`src/rtl/small_filt_pkg.sv`:
```
// Shared constants and helpers for the small filter chain (SmallLpf and small_decim).
// Latency: none (types/functions only); backpressure: n/a.
package small_filt_pkg;

    localparam int DEF_WIDTH     = 8;
    localparam int DEF_MAX_LOG2  = 5;
    localparam int DEF_LOG2_BITS = 3;

    // Accumulator width that holds 2^max_log2 full-scale samples without wrapping.
    function automatic int acc_width(input int width, input int max_log2);
        return width + max_log2;
    endfunction

    function automatic int clamp_log2(input int k, input int max_log2);
        return (k > max_log2) ? max_log2 : k;
    endfunction

endpackage

```
`src/rtl/small_decim_if.sv`:
```
// Sample-in / decimated-out stream bundle for small_decim.
// slave = the decimator side, master = the producer/consumer side.
interface small_decim_if #(
    parameter int WIDTH     = 8,
    parameter int LOG2_BITS = 3
);
    logic                    en;
    logic signed [WIDTH-1:0] data_in;
    logic [LOG2_BITS-1:0]    decim_log2;
    logic signed [WIDTH-1:0] data_out;
    logic                    out_valid;
    logic                    out_ready;

    modport slave (
        input  en, data_in, decim_log2, out_ready,
        output data_out, out_valid
    );

    modport master (
        output en, data_in, decim_log2, out_ready,
        input  data_out, out_valid
    );
endinterface

```
`src/rtl/small_fifo2.sv`:
```
// Generic 2-entry FIFO with a registered head; push/pop take effect on the same edge.
// Push while full is accepted only if a pop happens in the same cycle; head holds when drained.
module small_fifo2 #(
    parameter int WIDTH = 8
) (
    input  logic             clk,
    input  logic             rst,
    input  logic             push,
    input  logic [WIDTH-1:0] push_dat,
    input  logic             pop,
    output logic [WIDTH-1:0] head,
    output logic             full,
    output logic             empty
);

    logic [1:0]       count;
    logic [WIDTH-1:0] head_q;
    logic [WIDTH-1:0] tail_q;
    logic             pop_ok;
    logic             push_ok;

    assign full    = (count == 2'd2);
    assign empty   = (count == 2'd0);
    assign head    = head_q;
    assign pop_ok  = pop && !empty;
    assign push_ok = push && (!full || pop_ok);

    always_ff @(posedge clk) begin
        if (rst) begin
            count  <= 2'd0;
            head_q <= '0;
            tail_q <= '0;
        end else begin
            unique case ({push_ok, pop_ok})
                2'b10: begin
                    if (count == 2'd0) head_q <= push_dat;
                    else               tail_q <= push_dat;
                    count <= count + 2'd1;
                end
                2'b01: begin
                    // Draining the last entry leaves head_q as-is so the output keeps its value.
                    if (count == 2'd2) head_q <= tail_q;
                    count <= count - 2'd1;
                end
                2'b11: begin
                    if (count == 2'd1) begin
                        head_q <= push_dat;
                    end else begin
                        head_q <= tail_q;
                        tail_q <= push_dat;
                    end
                end
                default: ;
            endcase
        end
    end

endmodule

```
`src/rtl/small_decim.sv`:
```
// Accumulate-and-dump 2^k decimator with round-half-up; block result is visible 1 clk after the dump.
// Results queue in a 2-entry buffer; a result arriving at a full, non-draining buffer is dropped (sticky overflow).
module small_decim
    import small_filt_pkg::*;
#(
    parameter int WIDTH     = DEF_WIDTH,
    parameter int MAX_LOG2  = DEF_MAX_LOG2,
    parameter int LOG2_BITS = DEF_LOG2_BITS
) (
    input  logic            clk,
    input  logic            rst,
    small_decim_if.slave    io,
    output logic            overflow
);

    localparam int ACC_W = acc_width(WIDTH, MAX_LOG2);

    logic [MAX_LOG2-1:0]     cnt;
    logic [MAX_LOG2-1:0]     last_cnt;
    logic [LOG2_BITS-1:0]    k_lat;
    logic [LOG2_BITS-1:0]    k_cur;
    logic                    block_start;
    logic                    dump;
    logic signed [ACC_W-1:0] acc;
    logic signed [ACC_W-1:0] sample_ext;
    logic signed [ACC_W-1:0] sum;
    logic signed [ACC_W-1:0] rnd;
    logic signed [ACC_W-1:0] rounded;
    logic [WIDTH-1:0]        res;

    logic                    fifo_full;
    logic                    fifo_empty;
    logic                    pop;
    logic [WIDTH-1:0]        fifo_head;

    assign block_start = (cnt == '0);

    always_comb begin
        k_cur      = k_lat;
        last_cnt   = '0;
        sample_ext = '0;
        sum        = '0;
        rnd        = '0;
        rounded    = '0;
        res        = '0;
        dump       = 1'b0;

        // k is taken from the port only on the first sample of a block, then held.
        if (block_start)
            k_cur = LOG2_BITS'(clamp_log2(int'(io.decim_log2), MAX_LOG2));

        last_cnt   = ~({MAX_LOG2{1'b1}} << k_cur);
        sample_ext = {{MAX_LOG2{io.data_in[WIDTH-1]}}, io.data_in};
        sum        = block_start ? sample_ext : (acc + sample_ext);

        if (k_cur != '0)
            rnd = ACC_W'(1) << (k_cur - LOG2_BITS'(1));

        // The mean of WIDTH-bit samples always fits back into WIDTH bits.
        rounded = (sum + rnd) >>> k_cur;
        res     = rounded[WIDTH-1:0];
        dump    = io.en && (cnt == last_cnt);
    end

    always_ff @(posedge clk) begin
        if (rst) begin
            cnt      <= '0;
            k_lat    <= '0;
            acc      <= '0;
            overflow <= 1'b0;
        end else begin
            if (io.en) begin
                acc <= sum;
                cnt <= dump ? '0 : (cnt + MAX_LOG2'(1));
                if (block_start)
                    k_lat <= k_cur;
            end
            if (dump && fifo_full && !pop)
                overflow <= 1'b1;
        end
    end

    assign pop = !fifo_empty && io.out_ready;

    small_fifo2 #(
        .WIDTH (WIDTH)
    ) u_fifo (
        .clk      (clk),
        .rst      (rst),
        .push     (dump),
        .push_dat (res),
        .pop      (pop),
        .head     (fifo_head),
        .full     (fifo_full),
        .empty    (fifo_empty)
    );

    assign io.out_valid = !fifo_empty;
    assign io.data_out  = fifo_head;

endmodule
```
`src/flat_wrapper.sv`:
```
// flat-port wrapper written by rule: the top's interface ports become plain ports
module small_decim_flat import small_filt_pkg::*;
#(
    parameter int WIDTH     = DEF_WIDTH,
    parameter int MAX_LOG2  = DEF_MAX_LOG2,
    parameter int LOG2_BITS = DEF_LOG2_BITS
)
  (clk, rst, overflow, io_en, io_data_in, io_decim_log2, io_out_ready, io_data_out, io_out_valid);
  small_decim_if #(.WIDTH(WIDTH), .LOG2_BITS(LOG2_BITS)) io_i ();
  input  logic clk;
  input  logic rst;
  output logic overflow;
  input wire logic [$bits(io_i.en)-1:0] io_en;
  input wire logic [$bits(io_i.data_in)-1:0] io_data_in;
  input wire logic [$bits(io_i.decim_log2)-1:0] io_decim_log2;
  input wire logic [$bits(io_i.out_ready)-1:0] io_out_ready;
  output wire logic [$bits(io_i.data_out)-1:0] io_data_out;
  output wire logic [$bits(io_i.out_valid)-1:0] io_out_valid;
  assign io_i.en = io_en;
  assign io_i.data_in = io_data_in;
  assign io_i.decim_log2 = io_decim_log2;
  assign io_i.out_ready = io_out_ready;
  assign io_data_out = io_i.data_out;
  assign io_out_valid = io_i.out_valid;
  small_decim #(.WIDTH(WIDTH), .MAX_LOG2(MAX_LOG2), .LOG2_BITS(LOG2_BITS)) u_core (.clk(clk), .rst(rst), .io(io_i), .overflow(overflow));
endmodule
```
`config.mk`:
```
export PLATFORM = sky130hd
export DESIGN_NAME = small_decim_flat
export DESIGN_NICKNAME = d
export VERILOG_FILES = /design/src/rtl/small_filt_pkg.sv /design/src/rtl/small_decim_if.sv /design/src/rtl/small_fifo2.sv /design/src/rtl/small_decim.sv /design/src/flat_wrapper.sv
export SDC_FILE = /design/constraint.sdc
export NUM_CORES = 1
export LEC_CHECK = 0
export CORE_MARGIN = 2
export CORE_UTILIZATION = 28
export CTS_CLUSTER_SIZE = 16
export DETAILED_ROUTE_END_ITERATION = 16
export GPL_ROUTABILITY_DRIVEN = 0
export GPL_TIMING_DRIVEN = 0
export HOLD_SLACK_MARGIN = 0.03
export SYNTH_ARGS = -nofsm -noshare
export SYNTH_HDL_FRONTEND = slang
export SYNTH_HIERARCHICAL = 1
export SYNTH_SLANG_ARGS = --single-unit
```
`constraint.sdc`:
```
create_clock -name clk -period 4.85 [get_ports clk]
set_input_delay 1.455 -clock clk [delete_from_list [all_inputs] [get_ports clk]]
set_output_delay 1.455 -clock clk [all_outputs]
set_load 0.05 [all_outputs]
```
# Yosys cells after proc, flatten, opt, wreduce, memory -nomap -nowiden
# Index checks and enable logic that the tools add are counted.
# word_totals
wordCells,60
regBits,40
input_bits,15
# classes
n_eq_ne,10
n_lt_le_gt_ge,1
addsub,6
n_mux,13
n_reduce_logical,19
shifts,3
n_bitwise,1
# op_table
op,count
8-bit 2-to-1 mux,5
13-bit 2-to-1 mux,2
8-bit one-hot mux with 3 select lines,1
8-bit one-hot mux with 2 select lines,1
13-bit adder,1
13-bit by 8-bit adder with 13-bit output,1
1-bit by 3-bit << shifter with 13-bit output (first input constant),1
13-bit by 3-bit >>> shifter with 8-bit output,1
2-bit equality test (second input constant),3
1-bit logical AND,6
3-bit 2-to-1 mux,2
3-bit AND reduction,2
3-bit nonzero test,2
5-bit by 1-bit adder with 5-bit output (second input constant),1
5-bit equality test,1
5-bit zero test,1
5-bit 2-to-1 mux,1
5-bit inverter,1
5-bit by 3-bit << shifter with 5-bit output (first input constant),1
2-bit by 1-bit equality test with 1-bit output (second input constant),2
2-bit by 1-bit != test with 1-bit output (second input constant),2
2-bit != test (second input constant),2
2-bit one-hot mux with 2 select lines,1
2-bit nonzero test,2
other kinds (8),10

# Depth between registers and ports, before layout
# Gate-level depths: netlist (run 1).
# logic_depth
depth_word,11
ltp_mapped,22
mapped_depth_nobuf,21

# Hierarchy
# Netlist (run 1), hierarchy kept.
# by_module_without_submodules
module,cells_per_inst,area_per_inst_um2,instances,seq_area_each_um2
small_decim,358,2591.2,1,440.4
small_fifo2,93,839.6,1,360.3

# Worst setup path after synthesis (run 1)
# Ideal clock, no wire load.
# synth_timing
path_type,input to register
startpoint,input io_data_in[0]
endpoint,"register u_core.u_fifo.head_q[6], in the netlist u_core/u_fifo/head[6]"
setup_time_ns,0.091
arrival_time_ns,5.021
slack_ns,-0.262
stages,19
path_buffers,0
path_cell_list,ha_1 > inv_1 > fa_1 > nand2b_1 > a21oi_1 > nor2_1 > xor2_1 > a21oi_1 > ha_1 > or2_2 > a21oi_1 > a21o_1 > nor2_1 > xnor2_1 > o311a_1 > mux2_2 > a211oi_1 > nand2_1 > a311oi_1
# synth_via
elab_chain_cells,6
elab_cells_between_ends,7
# synth_lines
item,line,rtl
start: declaration,flat_wrapper.sv:14,input wire logic [$bits(io_i.data_in)-1:0] io_data_in;
13-bit by 8-bit adder with 13-bit output *,small_decim.sv:54,sum = block_start ? sample_ext : (acc + sample_ext);
13-bit 2-to-1 mux *,small_decim.sv:54,
via u_core.sum[6],small_decim.sv:26,logic signed [ACC_W-1:0] sum;
13-bit adder *,small_decim.sv:60,rounded = (sum + rnd) >>> k_cur;
13-bit by 3-bit >>> shifter with 8-bit output *,small_decim.sv:60,
via u_core.rounded[6],small_decim.sv:28,logic signed [ACC_W-1:0] rounded;
8-bit 2-to-1 mux (on tied branches),"small_fifo2.sv:46, small_fifo2.sv:36",
8-bit one-hot mux with 3 select lines *,small_fifo2.sv:34,"unique case ({push_ok, pop_ok})"
end signal: assignment,small_fifo2.sv:36,if (count == 2'd0) head_q <= push_dat;
end signal: assignment,small_fifo2.sv:47,head_q <= push_dat;
end signal: assignment,small_fifo2.sv:49,head_q <= tail_q;
end: declaration,small_fifo2.sv:17,logic [WIDTH-1:0] head_q;
# Mark *: on every way through the listed nets, which the timed path passes. The rest lies on a longest branch. The select of a mux whose other input is x is not followed.
# A chain may end at the register's enable or synchronous reset.

# Final worst setup path (run 1)
# layout_timing
startpoint,input io_data_in[0]
endpoint,"register u_core.u_fifo.head_q[5], in the netlist u_core/u_fifo/head[5]"
# Same word-level chain as after synthesis.

==> flow_summary.ini, run 1 <==
[synthesis]
ys_seq_area_frac = 0.2334
synth_seq_cells = 40
yosysUniqueCellTypes = 63
syn_avg_cell_area_sq_um = 7.607
yosys_most_used_dff = dfxtp_1
synth_top_area_share = 0.2334
synth-edff-count = 0
netlist_instances = 451
yosys_warnings = 6
synthesis.nets = 493
syn_area_sq_um = 3431
async_reset_ff_frac = 0
yosysTopAreaCell = dfxtp_1
synth_area_leaders = dfxtp_1 (23%), ha_1 (9.1%), nand2_1 (6.7%)

[critical_path]
crit_required_ns = 5.03
worstSetupPathType = primary input to flip-flop
setup.worst_path.end_class = flip-flop
path_max_fanout = 4
worstSetupStartpoint = io_data_in[0]
cp-start-kind = primary input
worst_ep_arrival_time_ns = 4.99
r2r-start = u_core/cnt[0]$_SDFFE_PP0P_

[detailed_routing]
vias_per_cell = 5.313
drc = 0
drt_iter0_drc = 178
num_vias = 3480
first_pass_iters = 4
wire_per_inst_microns = 14.79
postRouteAntennaNets = 0
wirelength_microns = 9689

[min_path]
min_path_type = flip-flop to flip-flop
min-delay-start = u_core/k_lat[2]$_SDFFE_PP0P_

[clock_network]
clock-sinks = 40
insertion_delay_ns = 0.29
cts_hold_buf = 0
cts.path.max_buffers = 2
cts_tree = yes
cts_root_buffer = clkbuf_16
htree_levels = 2
cts-buffers-inserted = 5
clkTransAtPathRegs_ns = 0.06

[sta]
period_minus_slack_ns = 4.810
setup_viol = 0
hold_slack_ns = 0.4909
max_slew_margin = 0.5771
hold_viol_final = 0
setup_ws_ns = 0.04037
finalCritPeriodShare = 0.9917
setup_tns_ns = 0
fmax_ghz = 0.2079
final_max_slew_viol_count = 0
tightest_slew_ns = 0.6184
rsz0062_at_grt = true
fin_worst_skew_ns = 0.009654

[grt]
grt_max_degree = 13
grt_pass1_wl_microns = 15460
grt_use_met3 = 0.02647
gr-max-usage-layer = met2
antenna_found_initial = 0
grt.met1_usage = 0.1814
gr-usage-all-layers = 0.1444
use_met2 = 0.2509
grt_pass1_vias = 3376
overflow = 0

[die]
initial_core_util = 0.2868
coreArea_sq_um = 11960
dieArea_sq_um = 13150
std_cell_rows = 40
io-pin-count = 25
die_h_microns = 114.7
dieWidth_microns = 114.7

[power_and_ir_drop]
peakVddDrop_uv = 149.1
powerDensity_nw_per_um2 = 376.5
total_power_mw = 1.757
power.leakage_nw = 1.895

[job]
drv_cap = 0

[run_status]
status = finished clean

[place]
port_buffers = 23
dpl-instance-area_sq_um = 3877
dp_hpwl_microns = 6813
pre_cts_slack_ns = -1.046
place_inst = 621

[final_layout]
n_fill_cell = 1182
fin_area_sq_um = 4667
drive_gt1_frac = 0.2303
layout_commonest_cell = nand2_1
fin_util = 0.3902
syn_to_final_growth_pct = 36.03
layout_common_cells = nand2_1 (59), nor2_1 (54), dfxtp_1 (40)
final_cells = 655
final_nets = 549
antennaDiodeCount = 0
[sequential cells by signal, indices dropped and copies added (netlist names)]
name / count
u_core/acc: 13
u_core/cnt: 5
u_core/k_lat: 3
u_core/overflow: 1
u_core/u_fifo/count: 2
u_core/u_fifo/head: 8
u_core/u_fifo/tail_q: 8
[kinds of logic (layout without fill, tap and decap cells)]
| group | after synthesis | count (layout) | share of synthesized area |
|---|---|---|---|
| AOI/OAI and AO/OA | 114 | 114 | 0.2385 |
| xor gates and xnor gates | 20 | 20 | 0.05106 |
| adders and majority gates | 27 | 27 | 0.1028 |
| buffers and inverters | 38 | 95 | 0.04778 |
| DFF | 40 | 40 | 0.2334 |
| muxes | 23 | 23 | 0.06929 |
| other | 1 | 1 | 0.001093 |
| and+or+nand+nor | 188 | 188 | 0.2560 |
[cells in the mapped netlist, types with 2 or more instances]
cell,count
o21a_1,2
dfxtp_1,40
o21ai_0,10
o21ai_1,2
and2_1,3
a31oi_1,2
nand4_1,3
a21oi_1,35
nand2b_1,8
buf_6,2
a211o_1,2
clkbuf_1,16
nor3_1,11
or3_1,4
nor4b_1,2
inv_1,13
nor2_1,58
buf_2,5
nor3b_1,2
a2bb2oi_1,3
a311oi_2,2
xnor2_1,13
o211ai_1,6
o2bb2ai_1,2
ha_1,25
fa_1,2
a211oi_1,10
xor2_1,7
buf_1,2
nor2b_1,4
nand2_1,61
mux2i_1,20
mux2_2,2
nand3_1,24
a311oi_1,11
a21o_1,9
a41oi_1,2
[power by group]
| part | switching [mW] | total (mW) | internal (mW) |
|---|---|---|---|
| Clock | 0.139 | 0.410 | 0.271 |
| Combinational | 0.534 | 0.953 | 0.419 |
| Sequential | 0.0270 | 0.395 | 0.368 |
[repair_timing]
action,CTS,global route
buffers inserted,17,10
endpoints found under the setup margin,16,14
hold endpoints to repair,0,0
pin swaps,32,31
resized for setup,66,44
[path summary, 6_finish.rpt]
| path | slack, ns | end | depth (start not counted) |
|---|---|---|---|
| worst max register to register | 0.27 | u_core/u_fifo/tail_q[3]$_SDFFE_PP0P_ | 22 |
| worst min register to register | 0.49 | u_core/k_lat[2]$_SDFFE_PP0P_ | 2 |
| worst max-delay path | 0.04 | u_core/u_fifo/head[5]$_SDFFE_PP0P_ | 25 |
| worst min-delay path | 0.49 | u_core/k_lat[2]$_SDFFE_PP0P_ | 2 |
[worst max-delay path, cell delays in order]
cell	delay [ns]
buf_8	0.08
ha_4	0.12
inv_2	0.03
fa_2	0.34
nand2b_4	0.18
nand2b_4	0.07
a21oi_2	0.05
xnor2_1	0.15
nand2_1	0.10
nand2_2	0.13
ha_4	0.22
buf_6	0.12
nand2_2	0.04
o211ai_1	0.11
buf_4	0.16
buf_4	0.13
o211ai_1	0.20
xnor2_1	0.17
and2_1	0.17
a21oi_1	0.06
mux2i_1	0.22
nor2_1	0.07
o21ai_1	0.22
nand2_1	0.07
a311oi_1	0.31
[area by class of cell]
cell class	instances	area [sq um]	area share
buffer	24	161.4	0.03458
clock buffer	7	152.6	0.03271
clock inverter	1	30.03	0.006434
inverter	13	48.80	0.01046
multi-input combinational	373	2853	0.6113
sequential	40	800.8	0.1716
tap	147	183.9	0.03941
timing repair buffer	50	436.7	0.09357
[routing by layer]
metal,vias to the layer above,wire length [microns],share of wire
met1,1650,4444,0.46
met3,12,370,0.038
met5,-,0,0
met4,0,146,0.015
met2,72,4728,0.49
li1,1746,-,-
No activity file was read; power rests on OpenSTA's default activity.
==> inputs of run 2 (changes only) <==
Settings changed: ABC_AREA set to 0, CORE_MARGIN 2 to unset, SETUP_SLACK_MARGIN set to 0.3.
==> flow_summary.ini, run 2 (synthesis gave the netlist of run 1 again) <==
[detailed_routing]
wire_per_inst_microns = 14.68
first_pass_iters = 4
drt_iter0_drc = 152
vias_per_cell = 5.360
wirelength_microns = 9617
num_vias = 3511
postRouteAntennaNets = 0
drc = 0

[die]
dieWidth_microns = 112.7
std_cell_rows = 40
die_h_microns = 112.7
initial_core_util = 0.2868
io-pin-count = 25
dieArea_sq_um = 12700
coreArea_sq_um = 11960

[clock_network]
cts_root_buffer = clkbuf_16
cts.path.max_buffers = 2
clock-sinks = 40
clkTransAtPathRegs_ns = 0.06
htree_levels = 2
cts_tree = yes
cts_hold_buf = 0
cts-buffers-inserted = 5
insertion_delay_ns = 0.28

[grt]
grt_pass1_wl_microns = 16420
grt_max_degree = 13
overflow = 0
grt_use_met3 = 0.02785
grt.met1_usage = 0.1956
gr-max-usage-layer = met2
use_met2 = 0.2753
antenna_found_initial = 0
gr-usage-all-layers = 0.1558
grt_pass1_vias = 3602

[job]
drv_cap = 0

[sta]
hold_slack_ns = 0.4681
finalCritPeriodShare = 0.9811
final_max_slew_viol_count = 0
fmax_ghz = 0.2101
fin_worst_skew_ns = 0.005656
max_slew_margin = 0.5231
setup_viol = 0
period_minus_slack_ns = 4.759
tightest_slew_ns = 0.7154
hold_viol_final = 0
setup_tns_ns = 0
rsz0062_at_grt = true

[final_layout]
layout_common_cells = nand2_1 (57), nor2_1 (54), dfxtp_1 (40)
largest_reg_flops = 13
syn_to_final_growth_pct = 35.67
drive_gt1_frac = 0.2461
largest_register = u_core/acc
final_nets = 549
antennaDiodeCount = 0
layout_commonest_cell = nand2_1
n_fill_cell = 1191

[power_and_ir_drop]
peakVddDrop_uv = 147.4
powerDensity_nw_per_um2 = 367.8
total_power_mw = 1.712
power.leakage_nw = 1.881

[critical_path]
setup.worst_path.end_class = flip-flop
worst_ep_arrival_time_ns = 4.95
rr_endpoint = u_core/u_fifo/head[6]$_SDFFE_PP0P_
reg2regPathDepth = 22
crit_required_ns = 5.04
r2r-start = u_core/cnt[1]$_SDFFE_PP0P_
path_max_fanout = 3
worstSetupPathType = primary input to flip-flop
regToRegSetupSlack_ns = 0.16
cp-start-kind = primary input

[place]
dp_hpwl_microns = 6796
port_buffers = 23

[min_path]
min-delay-start = u_core/k_lat[2]$_SDFFE_PP0P_
min_delay_path_depth = 2
min_path_type = flip-flop to flip-flop
hold_path_end = u_core/k_lat[2]$_SDFFE_PP0P_

[run_status]
status = finished clean
[run 2: changes by cell type in the layout (fill, tap and decap cells not counted), sizes merged]
cell	before	now
bufinv	1	0
clkbuf	23	25
clkdlybuf4s15	1	0
[run 2: stage by stage]
stage / utilization / std cells / cell area, sq um / setup slack, ns
global placement: 0.3280 / 621 / 3924 / -0.8319
CTS: 0.3783 / 653 / 4526 / 0.01975
finish: 0.3891 / 655 / 4654 / 0.09144
detailed placement: 0.3280 / 621 / 3924 / -0.8796
floorplan: - / 451 / 3510 / 0.1760
global route: 0.3891 / 655 / 4654 / -0.09502
[run 2: worst max-delay path by stage]
stage | startpoint | to | slack (ns) | cells after the start
finish | io_data_in[0] | u_core/u_fifo/head[6]$_SDFFE_PP0P_ | 0.09 | 22
global route | io_data_in[0] | u_core/u_fifo/head[6]$_SDFFE_PP0P_ | -0.1 | 22
CTS | io_data_in[0] | u_core/u_fifo/head[6]$_SDFFE_PP0P_ | 0.02 | 22
detailed placement | io_data_in[0] | u_core/u_fifo/head[6]$_SDFFE_PP0P_ | -0.88 | 20
global placement | io_decim_log2[2] | u_core/u_fifo/head[6]$_SDFFE_PP0P_ | -0.83 | 19
floorplan | io_data_in[0] | u_core/u_fifo/head[6]$_SDFFE_PP0P_ | 0.18 | 19
[run 2: final cells by class]
class                   count  area [sq um]  share of cell area
repair buffers             49         432.9             0.09301
multi-input cells         373          2892              0.6212
inverters                  13         48.80             0.01048
plain buffers              25         150.1             0.03226
well taps                 147         183.9             0.03952
clock buffers               8         146.4             0.03145
flip-flops and latches     40         800.8              0.1720
[run 2: worst max-delay path: stages]
cell and delay [ns]:
buf_8 0.08, ha_4 0.12, inv_2 0.03, fa_2 0.33, nand2b_4 0.18, nand2b_4 0.07
a21oi_2 0.05, xnor2_1 0.12, nand2_1 0.10, nand2_2 0.08, ha_4 0.29, nand3_2 0.06
o211ai_1 0.25, o21ai_1 0.10, a21o_1 0.19, nor2_1 0.13, xnor2_1 0.11, o311a_1 0.39
mux2_4 0.29, a211oi_4 0.23, nand2_1 0.10, a311oi_2 0.20
[run 2: what timing repair did]
| item | 4_1_cts | 5_1_grt |
|---|---|---|
| setup endpoints to repair | 16 | 16 |
| setup buffers | 24 | 2 |
| hold endpoints to repair | 0 | 0 |
| resized for setup | 71 | 37 |
| pin swaps | 53 | 32 |
[run 2: report_power, final]
group / internal [mW] / switching (mW) / leakage (nW) / total, mW
sequential: 0.368 / 0.0265 / 0.328 / 0.394
combinational: 0.431 / 0.549 / 1.48 / 0.981
clock: 0.205 / 0.132 / 0.0712 / 0.337
total: 1.00 / 0.708 / 1.88 / 1.71
[run 2: layer usage]
layer | up-vias | part of all wire
met5 | - | 0
li1 | 1736 | -
met4 | 0 | 0.015
met1 | 1681 | 0.46
met3 | 14 | 0.042
met2 | 80 | 0.49
